==> src/rtl/max7219_pkg.sv <==
// Shared definitions for the MAX7219 serial link: register addresses, receiver
// FSM encoding and default frame length. The driver side imports the same package
// so that both ends agree on the register map.
package max7219_pkg;

    localparam int FRAME_BITS_DEFAULT = 16;

    localparam logic [3:0] ADDR_NOOP      = 4'h0;
    localparam logic [3:0] ADDR_DIGIT0    = 4'h1;
    localparam logic [3:0] ADDR_DIGIT1    = 4'h2;
    localparam logic [3:0] ADDR_DIGIT2    = 4'h3;
    localparam logic [3:0] ADDR_DIGIT3    = 4'h4;
    localparam logic [3:0] ADDR_DIGIT4    = 4'h5;
    localparam logic [3:0] ADDR_DIGIT5    = 4'h6;
    localparam logic [3:0] ADDR_DIGIT6    = 4'h7;
    localparam logic [3:0] ADDR_DIGIT7    = 4'h8;
    localparam logic [3:0] ADDR_DECODE    = 4'h9;
    localparam logic [3:0] ADDR_INTENSITY = 4'hA;
    localparam logic [3:0] ADDR_SCANLIMIT = 4'hB;
    localparam logic [3:0] ADDR_SHUTDOWN  = 4'hC;
    localparam logic [3:0] ADDR_TEST      = 4'hF;

    typedef enum logic [1:0] {
        ST_IDLE   = 2'd0,
        ST_SHIFT  = 2'd1,
        ST_COMMIT = 2'd2
    } rx_state_t;

    // True for the eight digit register addresses.
    function automatic logic is_digit_addr(input logic [3:0] addr);
        return (addr >= ADDR_DIGIT0) && (addr <= ADDR_DIGIT7);
    endfunction

endpackage

==> src/rtl/sync_2ff.sv <==
// Multi-stage flop synchroniser for one asynchronous level signal.
// STAGES sets the depth (>= 2).
module sync_2ff #(
    parameter int STAGES = 2
) (
    input  logic clk,
    input  logic rst_n,
    input  logic d,
    output logic q
);

    logic [STAGES-1:0] chain;

    // Shift the asynchronous input through the flop chain.
    // NOTE: sequential state uses non-blocking assignments so every flop samples the pre-edge value.
    always_ff @(posedge clk or negedge rst_n) begin
        if (!rst_n) chain <= '0;
        else        chain <= {chain[STAGES-2:0], d};
    end

    assign q = chain[STAGES-1];

endmodule

==> src/rtl/max7219_rx.sv <==
// MAX7219 serial receiver: synchronises DIN/CS/SCLK into clk, shifts frames and
// decodes committed frames into the MAX7219 register file.
// Optional feature: define MAX7219_RX_DOUT_EN to drive the daisy-chain output dout
// (DIN delayed by FRAME_BITS clocks, updated on max_clk falls); otherwise dout = 0.
module max7219_rx
    import max7219_pkg::*;
#(
    parameter int SYNC_STAGES = 2,
    parameter int FRAME_BITS  = FRAME_BITS_DEFAULT
) (
    input  logic        clk,
    input  logic        rst_n,
    input  logic        max_din,
    input  logic        max_cs,
    input  logic        max_clk,
    output logic [63:0] digits,
    output logic [7:0]  decode_mode,
    output logic [3:0]  intensity,
    output logic [2:0]  scan_limit,
    output logic        shutdown_n,
    output logic        display_test,
    output logic        frame_valid,
    output logic [3:0]  frame_addr,
    output logic [7:0]  frame_data,
    output logic        frame_err,
    output logic        dout
);

`ifdef MAX7219_RX_DOUT_EN
    localparam int SHREG_W = FRAME_BITS;   // full frame needed for the chain output
`else
    localparam int SHREG_W = 12;           // only address and data are ever decoded
`endif
    localparam logic [4:0] FRAME_CNT = 5'(FRAME_BITS);

    logic [1:0]         rst_pipe;
    logic               rst_sync_n;
    logic               din_s, cs_s, sclk_s;
    logic               cs_prev, sclk_prev;
    logic               cs_fall, cs_rise, sclk_rise;
    rx_state_t          state;
    logic [4:0]         bit_cnt, cnt_next;
    logic [SHREG_W-1:0] shreg, shreg_next;
    logic [3:0]         addr_next;
    logic [7:0]         data_next;
    logic [2:0]         digit_idx;

    // Reset asserts immediately and releases in step with clk.
    always_ff @(posedge clk or negedge rst_n) begin
        if (!rst_n) rst_pipe <= '0;
        else        rst_pipe <= {rst_pipe[0], 1'b1};
    end
    assign rst_sync_n = rst_pipe[1];

    sync_2ff #(.STAGES(SYNC_STAGES)) u_sync_din (.clk(clk), .rst_n(rst_sync_n), .d(max_din), .q(din_s));
    sync_2ff #(.STAGES(SYNC_STAGES)) u_sync_cs  (.clk(clk), .rst_n(rst_sync_n), .d(max_cs),  .q(cs_s));
    sync_2ff #(.STAGES(SYNC_STAGES)) u_sync_clk (.clk(clk), .rst_n(rst_sync_n), .d(max_clk), .q(sclk_s));

    // Delayed copies of the synchronised CS and SCLK for edge detection.
    always_ff @(posedge clk or negedge rst_sync_n) begin
        if (!rst_sync_n) begin
            cs_prev   <= 1'b0;
            sclk_prev <= 1'b0;
        end else begin
            cs_prev   <= cs_s;
            sclk_prev <= sclk_s;
        end
    end

    assign cs_fall   = ~cs_s & cs_prev;
    assign cs_rise   =  cs_s & ~cs_prev;
    assign sclk_rise =  sclk_s & ~sclk_prev;

    // Shift/count lookahead so a bit arriving with the CS rise is part of the frame.
    // NOTE: every always_comb output gets a default first, so no path can infer a latch.
    always_comb begin
        shreg_next = shreg;
        cnt_next   = bit_cnt;
        if (sclk_rise) begin
            shreg_next = {shreg[SHREG_W-2:0], din_s};
            cnt_next   = (bit_cnt == 5'd31) ? bit_cnt : bit_cnt + 5'd1;
        end
    end

    assign addr_next = shreg_next[11:8];
    assign data_next = shreg_next[7:0];
    assign digit_idx = addr_next[2:0] - 3'd1;   // addr 1..8 -> 0..7

    // Frame FSM with registered register file, frame strobes and chain output.
    always_ff @(posedge clk or negedge rst_sync_n) begin
        if (!rst_sync_n) begin
            state        <= ST_IDLE;
            bit_cnt      <= '0;
            shreg        <= '0;
            digits       <= '0;
            decode_mode  <= '0;
            intensity    <= '0;
            scan_limit   <= '0;
            shutdown_n   <= 1'b0;
            display_test <= 1'b0;
            frame_valid  <= 1'b0;
            frame_addr   <= '0;
            frame_data   <= '0;
            frame_err    <= 1'b0;
`ifdef MAX7219_RX_DOUT_EN
            dout         <= 1'b0;
`endif
        end else begin
            frame_valid <= 1'b0;
            frame_err   <= 1'b0;
            case (state)
                ST_IDLE: begin
                    if (cs_fall) begin
                        state   <= ST_SHIFT;
                        bit_cnt <= '0;
                    end
                end
                ST_SHIFT: begin
                    shreg   <= shreg_next;
                    bit_cnt <= cnt_next;
`ifdef MAX7219_RX_DOUT_EN
                    if (~sclk_s & sclk_prev) dout <= shreg[SHREG_W-1];
`endif
                    if (cs_rise) begin
                        if (cnt_next >= FRAME_CNT) begin
                            state       <= ST_COMMIT;
                            frame_valid <= 1'b1;
                            frame_addr  <= addr_next;
                            frame_data  <= data_next;
                            if (is_digit_addr(addr_next))
                                digits[{digit_idx, 3'b000} +: 8] <= data_next;
                            case (addr_next)
                                ADDR_DECODE:    decode_mode  <= data_next;
                                ADDR_INTENSITY: intensity    <= data_next[3:0];
                                ADDR_SCANLIMIT: scan_limit   <= data_next[2:0];
                                ADDR_SHUTDOWN:  shutdown_n   <= data_next[0];
                                ADDR_TEST:      display_test <= data_next[0];
                                default: ;
                            endcase
                        end else begin
                            state     <= ST_IDLE;
                            frame_err <= (cnt_next != 5'd0);
                        end
                    end
                end
                ST_COMMIT: state <= ST_IDLE;
                default:   state <= ST_IDLE;
            endcase
        end
    end

`ifndef MAX7219_RX_DOUT_EN
    assign dout = 1'b0;
`endif

endmodule

==> config.mk <==
export PLATFORM = sky130hd
export DESIGN_NAME = max7219_rx
export DESIGN_NICKNAME = d
export VERILOG_FILES = /design/src/rtl/max7219_pkg.sv /design/src/rtl/sync_2ff.sv /design/src/rtl/max7219_rx.sv
export SDC_FILE = /design/constraint.sdc
export NUM_CORES = 1
export LEC_CHECK = 0
export BUFFER_PORTS_ARGS = -buffer_cell sky130_fd_sc_hd__clkbuf_2
export CAP_MARGIN = 20
export CORE_MARGIN = 3
export CORE_UTILIZATION = 50
export DETAILED_ROUTE_END_ITERATION = 12
export PLACE_DENSITY = 0.83
export SLEW_MARGIN = 20
export SYNTH_ARGS = -nofsm -noshare
export SYNTH_HDL_FRONTEND = slang
export SYNTH_HIERARCHICAL = 1
export SYNTH_SLANG_ARGS = --single-unit
==> constraint.sdc <==
create_clock -name clk -period 3.7 [get_ports clk]
set_clock_uncertainty 0.05 [all_clocks]
set_input_delay 0.74 -clock clk [delete_from_list [all_inputs] [get_ports clk]]
set_output_delay 0.74 -clock clk [all_outputs]
set_load 0.01 [all_outputs]
## After elaboration in Yosys (flattened, before gate mapping)

Cells that the tools add are included.

- Logic and storage cells: 71
- Output and inout port bits: 96
- Flip-flop bits (word level): 124

- Equality and inequality tests: 9
- Add/sub/neg operators: 3
- Reduce and logical (&&, ||, !) cells: 13
- Shift-type cells: 2
- Magnitude comparators: 3
- Multiplexer cells: 16
- Bitwise logic cells: 6

Operator list:

| kind | number |
|---|---|
| $bwmux W64 | 1 |
| $shift A8 B8 Y64 const A | 1 |
| $shiftx A8 B8 Y64 | 1 |
| $reduce_and A4 Y1 | 6 |
| $eq A4 B4 Y1 const B | 5 |
| $mux W5 | 3 |
| $mux W12 | 1 |
| $pmux W5 S2 | 1 |
| $neg A6 Y8 | 1 |
| $mux W1 | 6 |
| $mux W2 | 3 |
| $add A5 B1 Y5 const B | 1 |
| $eq A5 B5 Y1 const B | 1 |
| $ge A5 B5 Y1 const B | 1 |
| $reduce_bool A5 Y1 | 1 |
| $ge A4 B1 Y1 const B | 1 |
| $le A4 B4 Y1 const B | 1 |
| $ne A2 B2 Y1 const B | 2 |
| $pmux W2 S2 | 1 |
| $reduce_and A2 Y1 | 2 |
| $and A1 B1 Y1 | 3 |
| $not A1 Y1 | 3 |
| $reduce_and A3 Y1 | 1 |
| $sub A3 B1 Y3 const B | 1 |
| other kinds (4) | 4 |

## Logic depth before layout (Yosys ltp)

- Depth after elaboration: 7
- Mapped depth: 12

## Hierarchy

The synthesis kept the hierarchy.

Modules (own cells, without submodules):

| module | area each (µm²) | instances | cells each |
|---|---|---|---|
| max7219_rx | 5341.4 | 1 | 452 |
| sync_2ff | 50.0 | 3 | 2 |

## Worst setup path before layout

Ideal clock, no wire load.

- Kind: flip-flop to flip-flop
- Start point: register u_sync_clk.chain[1]
- End point: register digits[40]
- Arrival: 3.108 ns
- Stages on the path, launching flop included: 11
- Setup slack: 0.418 ns
- Period minus slack after synthesis: 3.282 ns
- Data required time: 3.525 ns
- Path buffers: 2
- Path through: dfrtp_1 nor2b_1 buf_4 mux2i_2 clkbuf_1 inv_1 ha_1 nand2_1 o221ai_2 a2111oi_4 mux2_2

- Longest elaborated chain between the ends: 6
- Elaborated cells between the ends (all ways): 13
- Classes of those cells: add/sub (2); order compare (3); shift (2); mux (3); bitwise (1); reduce/logical (2)

Ends and longest elaborated chain:

| element | line | text |
|---|---|---|
| from (decl) | sync_2ff.sv:12 | `logic [STAGES-1:0] chain;` |
| from (signal assigned) | sync_2ff.sv:18 | `else chain <= {chain[STAGES-2:0], d};` |
| $and A1 B1 Y1 * | max7219_rx.sv:72 | `assign sclk_rise = sclk_s & ~sclk_prev;` |
| $mux W12 * | max7219_rx.sv:79 | `if (sclk_rise) begin` |
| net shreg_next[8] | max7219_rx.sv:43 | `logic [SHREG_W-1:0] shreg, shreg_next;` |
| $sub A3 B1 Y3 | max7219_rx.sv:87 | `assign digit_idx = addr_next[2:0] - 3'd1;` |
| $neg A6 Y8 | max7219_rx.sv:131 | `digits[{digit_idx, 3'b000} +: 8] <= data_next;` |
| $shiftx A8 B8 Y64 / $shift A8 B8 Y64 (equally long branches) | max7219_rx.sv:131 |  |
| $bwmux W64 | max7219_rx.sv:131 |  |
| to (signal, indexed assignment) | max7219_rx.sv:131 |  |
| to (decl) | max7219_rx.sv:16 | `output logic [63:0] digits,` |

Mark *: on every way through the listed nets, which the timed path passes. The rest lies on a longest branch.
A chain may end at the register's enable or synchronous reset.

## Worst setup path in the final report

- Start point: register u_sync_clk.chain[1]
- End point: register digits[2]

- Longest elaborated chain between the ends: 6
- Elaborated cells between the ends (all ways): 13
- Classes of those cells: add/sub (2); order compare (3); shift (2); mux (3); bitwise (1); reduce/logical (2)

Ends and longest elaborated chain:

| element | line |
|---|---|
| $and A1 B1 Y1 * | max7219_rx.sv:72 |
| $mux W12 | max7219_rx.sv:79 |
| $sub A3 B1 Y3 | max7219_rx.sv:87 |
| $neg A6 Y8 | max7219_rx.sv:131 |
| $shiftx A8 B8 Y64 / $shift A8 B8 Y64 (equally long branches) | max7219_rx.sv:131 |
| $bwmux W64 | max7219_rx.sv:131 |

Every way passes the cells marked *; elsewhere a longest branch is shown, timed or not.

==> impl_metrics.tcl <==
set metrics [dict create \
    synth-main-ff-cell "dfrtp_1" \
    synth_fa_ha_area_share_pct 1.37 \
    synth.top_cell.area_share_pct 56.5 \
    cts_tree "built" \
    tightest_slew_ns 0.941 \
    drt_iter0_markers 308 \
    gr-usage-met2_pct 39.4 \
    worstPathRequired_ns 4.06 \
    grt_setup_unrepaired "no" \
    grtUsageTotal_pct 23.1 \
    synth_top_family_by_area "multiplexers" \
    use_met1_pct 27.3 \
    cts_setup_buffers 0 \
    drcViolationCount 0 \
    power_mw 3.54 \
    cts_root_buffer "clkbuf_8" \
    cts_resized 0 \
    antenna_left 0 \
    synth_area_sq_mm 0.00549 \
    crit_buf_inv 2 \
    max-vdd-ir-drop_v 0.000323 \
    grtUsageMet3_pct 6.82 \
    synth_simple_gate_area_share_pct 11.7 \
    viasPerCell 5.77 \
    rows 37 \
    drv_cap 0 \
    synth_area_per_cell_sq_um 12.0 \
    start_util_pct 52.3 \
    drt_pass1_iterations 5 \
    final_nets 572 \
    worstSetupStartpointType "register" \
    busiest_layer "met2" \
    clock_latency_ns 0.53 \
    async_flop_share_pct 100 \
    htree_levels 4 \
    synth_compound_gate_area_share_pct 8.84 \
    drive_gt1_share_pct 37.5 \
    synth.area.mux_share_pct 18.2 \
    ios 101 \
    finalMaxSlewViolations 0 \
    tns_ns 0 \
    dpl.hpwl_mm 9.07 \
    cts_made_buffers 17 \
    syn_nets 469 \
    seq_area_frac_synth_pct 56.5 \
    worst_setup_path_end_kind "register" \
    crit_family "simple AND/OR/NAND/NOR gates" \
    diodes 0 \
    die-area_sq_mm 0.0123 \
    yosysWarnings 6 \
    critPathMaxStageDelay_ns 0.49 \
    num-fill-cells 752 \
    port_buffers 99 \
    ys_types 53 \
    cts.sinks 124 \
    hold_violations 0 \
    fp.coreArea_sq_mm 0.0105 \
    cellPowerDensity_mw_per_mm2 526 \
    clk_path_buf_depth 2 \
    routed_wl_mm 13.4 \
    fin_crit_sh_pct 88.6 \
    antenna_found_initial 0 \
    setup_violations 0 \
    fp.dieW_um 111 \
    arrival_ns 3.63 \
    fmax_mhz 305 \
    cp_max_fo 32 \
    synth_xor_area_share_pct 0 \
    multi_input_area_sq_mm 0.00221 \
    hp-class "reg2async" \
    path_clk_slew_ns 0.06 \
    grt_pass1_vias 4290 \
    crit_slowest_cell "inv_2" \
    crit_chain "nor2b_2 > buf_4 > a41oi_1 > or2_1 > inv_2 > nand4_1 > mux2_2" \
    leakage_nw 3.46 \
    maxSlewHeadroom_pct 36.6 \
    hold_buffers 1 \
    vias 4090 \
    grt_max_degree 83 \
    crit_type "reg2reg" \
    detail_route.wl_per_cell_um 18.9 \
    area_growth_pct 22.5 \
    yosysTopAreaCell "dfrtp_1" \
    place.gp.congestion 1.01 \
    synth_area_leaders "dfrtp_1 (57%), mux2_2 (13%), mux2i_1 (4.0%)" \
    syn_inst 458 \
    synth_edf_count 0 \
    synth_seq_cells 124 \
    grt_pass1_wl_mm 22.6 \
    status "finished, final reports clean" \
    min_period_ns 3.28 \
    die_h_um 111 \
    grt-ovfl-total 0 \
    ff_latch_area_sq_mm 0.00311 \
]
[synthesized netlist by cell type (2+ instances only)]
library cell    n
a2111oi_4       3
a21oi_1        20
a31oi_1         5
a32oi_1         2
a41oi_1         2
and3_1          6
buf_4           4
clkbuf_1       16
conb_1          2
dfrtp_1       124
ha_1            6
inv_1          21
mux2_1          3
mux2_2         65
mux2i_1        22
nand2_1        45
nand2b_1        2
nand3_1        10
nand3b_1        5
nand4_1         6
nand4_2         2
nor2_1         29
nor2b_1         4
nor3_1          8
o2111ai_1       2
o21ai_0        16
o21bai_1        2
[cell families (layout without fill, tap and decap cells)]
family,after synthesis,after routing
AOI/OAI and AO/OA,65,65
adders and majority gates,6,6
buffers and inverters,43,158
DFF,124,124
muxes,91,91
other,2,2
and+or+nand+nor,127,127
[layer usage]
layer  part of all wire [%]  vias up
met3                    6.4       38
met5                      0        -
met2                     52      193
li1                       -     1821
met1                     40     2038
met4                    2.5        0
[registers in the layout, summed over array words and instances (netlist names)]
register          count
u_sync_din/chain      2
shutdown_n            1
shreg                12
u_sync_cs/chain       2
display_test          1
digits               64
frame_addr            4
frame_err             1
state                 2
rst_pipe              2
cs_prev               1
decode_mode           8
frame_valid           1
intensity             4
bit_cnt               5
u_sync_clk/chain      2
frame_data            8
sclk_prev             1
scan_limit            3
[path summary, 6_finish.rpt]
kind	from	endpoint	slack, ns	cells past startpoint
setup / recovery	u_sync_clk/chain[1]	digits[2]	0.42	7
hold / removal	rst_pipe[1]	digits[35]	0.26	0
setup reg to reg	u_sync_clk/chain[1]	digits[2]	0.42	7
hold reg to reg	rst_pipe[1]	digits[35]	0.26	0
max in group asynchronous	rst_pipe[1]	digits[60]	2.53	1
min in group clk	max_din	u_sync_din/chain[0]	0.27	1
[final cells by class]
| class | instances | area share [%] |
|---|---|---|
| flip-flops and latches | 124 | 46.2 |
| multi-input cells | 291 | 32.9 |
| clock inverters | 7 | 1.64 |
| clock buffers | 24 | 7.29 |
| repair buffers | 105 | 8.26 |
| well taps | 136 | 2.53 |
| inverters | 22 | 1.23 |
[per-stage QoR]
step / setup WS, ns / instances / hold slack, ns / cell area, sq um / utilization [%]
after floorplan: 0.418 / 458 / 0.281 / 5490 / -
after global placement: 0.596 / 677 / 0.274 / 6120 / 58.2
after detailed placement: 0.510 / 677 / 0.277 / 6120 / 58.2
after CTS: 0.441 / 709 / 0.248 / 6730 / 64.0
after global routing: 0.204 / 709 / 0.250 / 6730 / 64.0
final: 0.423 / 709 / 0.262 / 6730 / 64.0
[layout by cell type (no fill, tap or decap), types with 2 or more instances in the layout]
master and instances:
nand2_1 45, nand4_2 2, clkbuf_8 6, bufinv_16 3, inv_1 21, mux2_1 3
buf_4 4, nor2b_1 3, nand3b_1 5, nand2b_1 2, a21oi_1 20, clkinv_2 4
clkbuf_1 2, a32oi_1 2, a31oi_1 5, o2111ai_1 2, clkbuf_2 99, a2111oi_4 3
nor3_1 8, dfrtp_1 123, nand3_1 10, clkbuf_16 16, ha_1 6, conb_1 2
nand4_1 6, mux2i_1 22, and3_1 6, o21ai_0 16, mux2_2 65, a41oi_1 2
o21bai_1 2, nor2_1 29
[power breakdown]
group | total [mW] | switching, mW | internal [mW]
sequential | 1.48 | 0.0753 | 1.40
clock | 1.67 | 0.567 | 1.11
combinational | 0.387 | 0.279 | 0.108
total | 3.54 | 0.921 | 2.62
(Power assumes the default switching activity.)
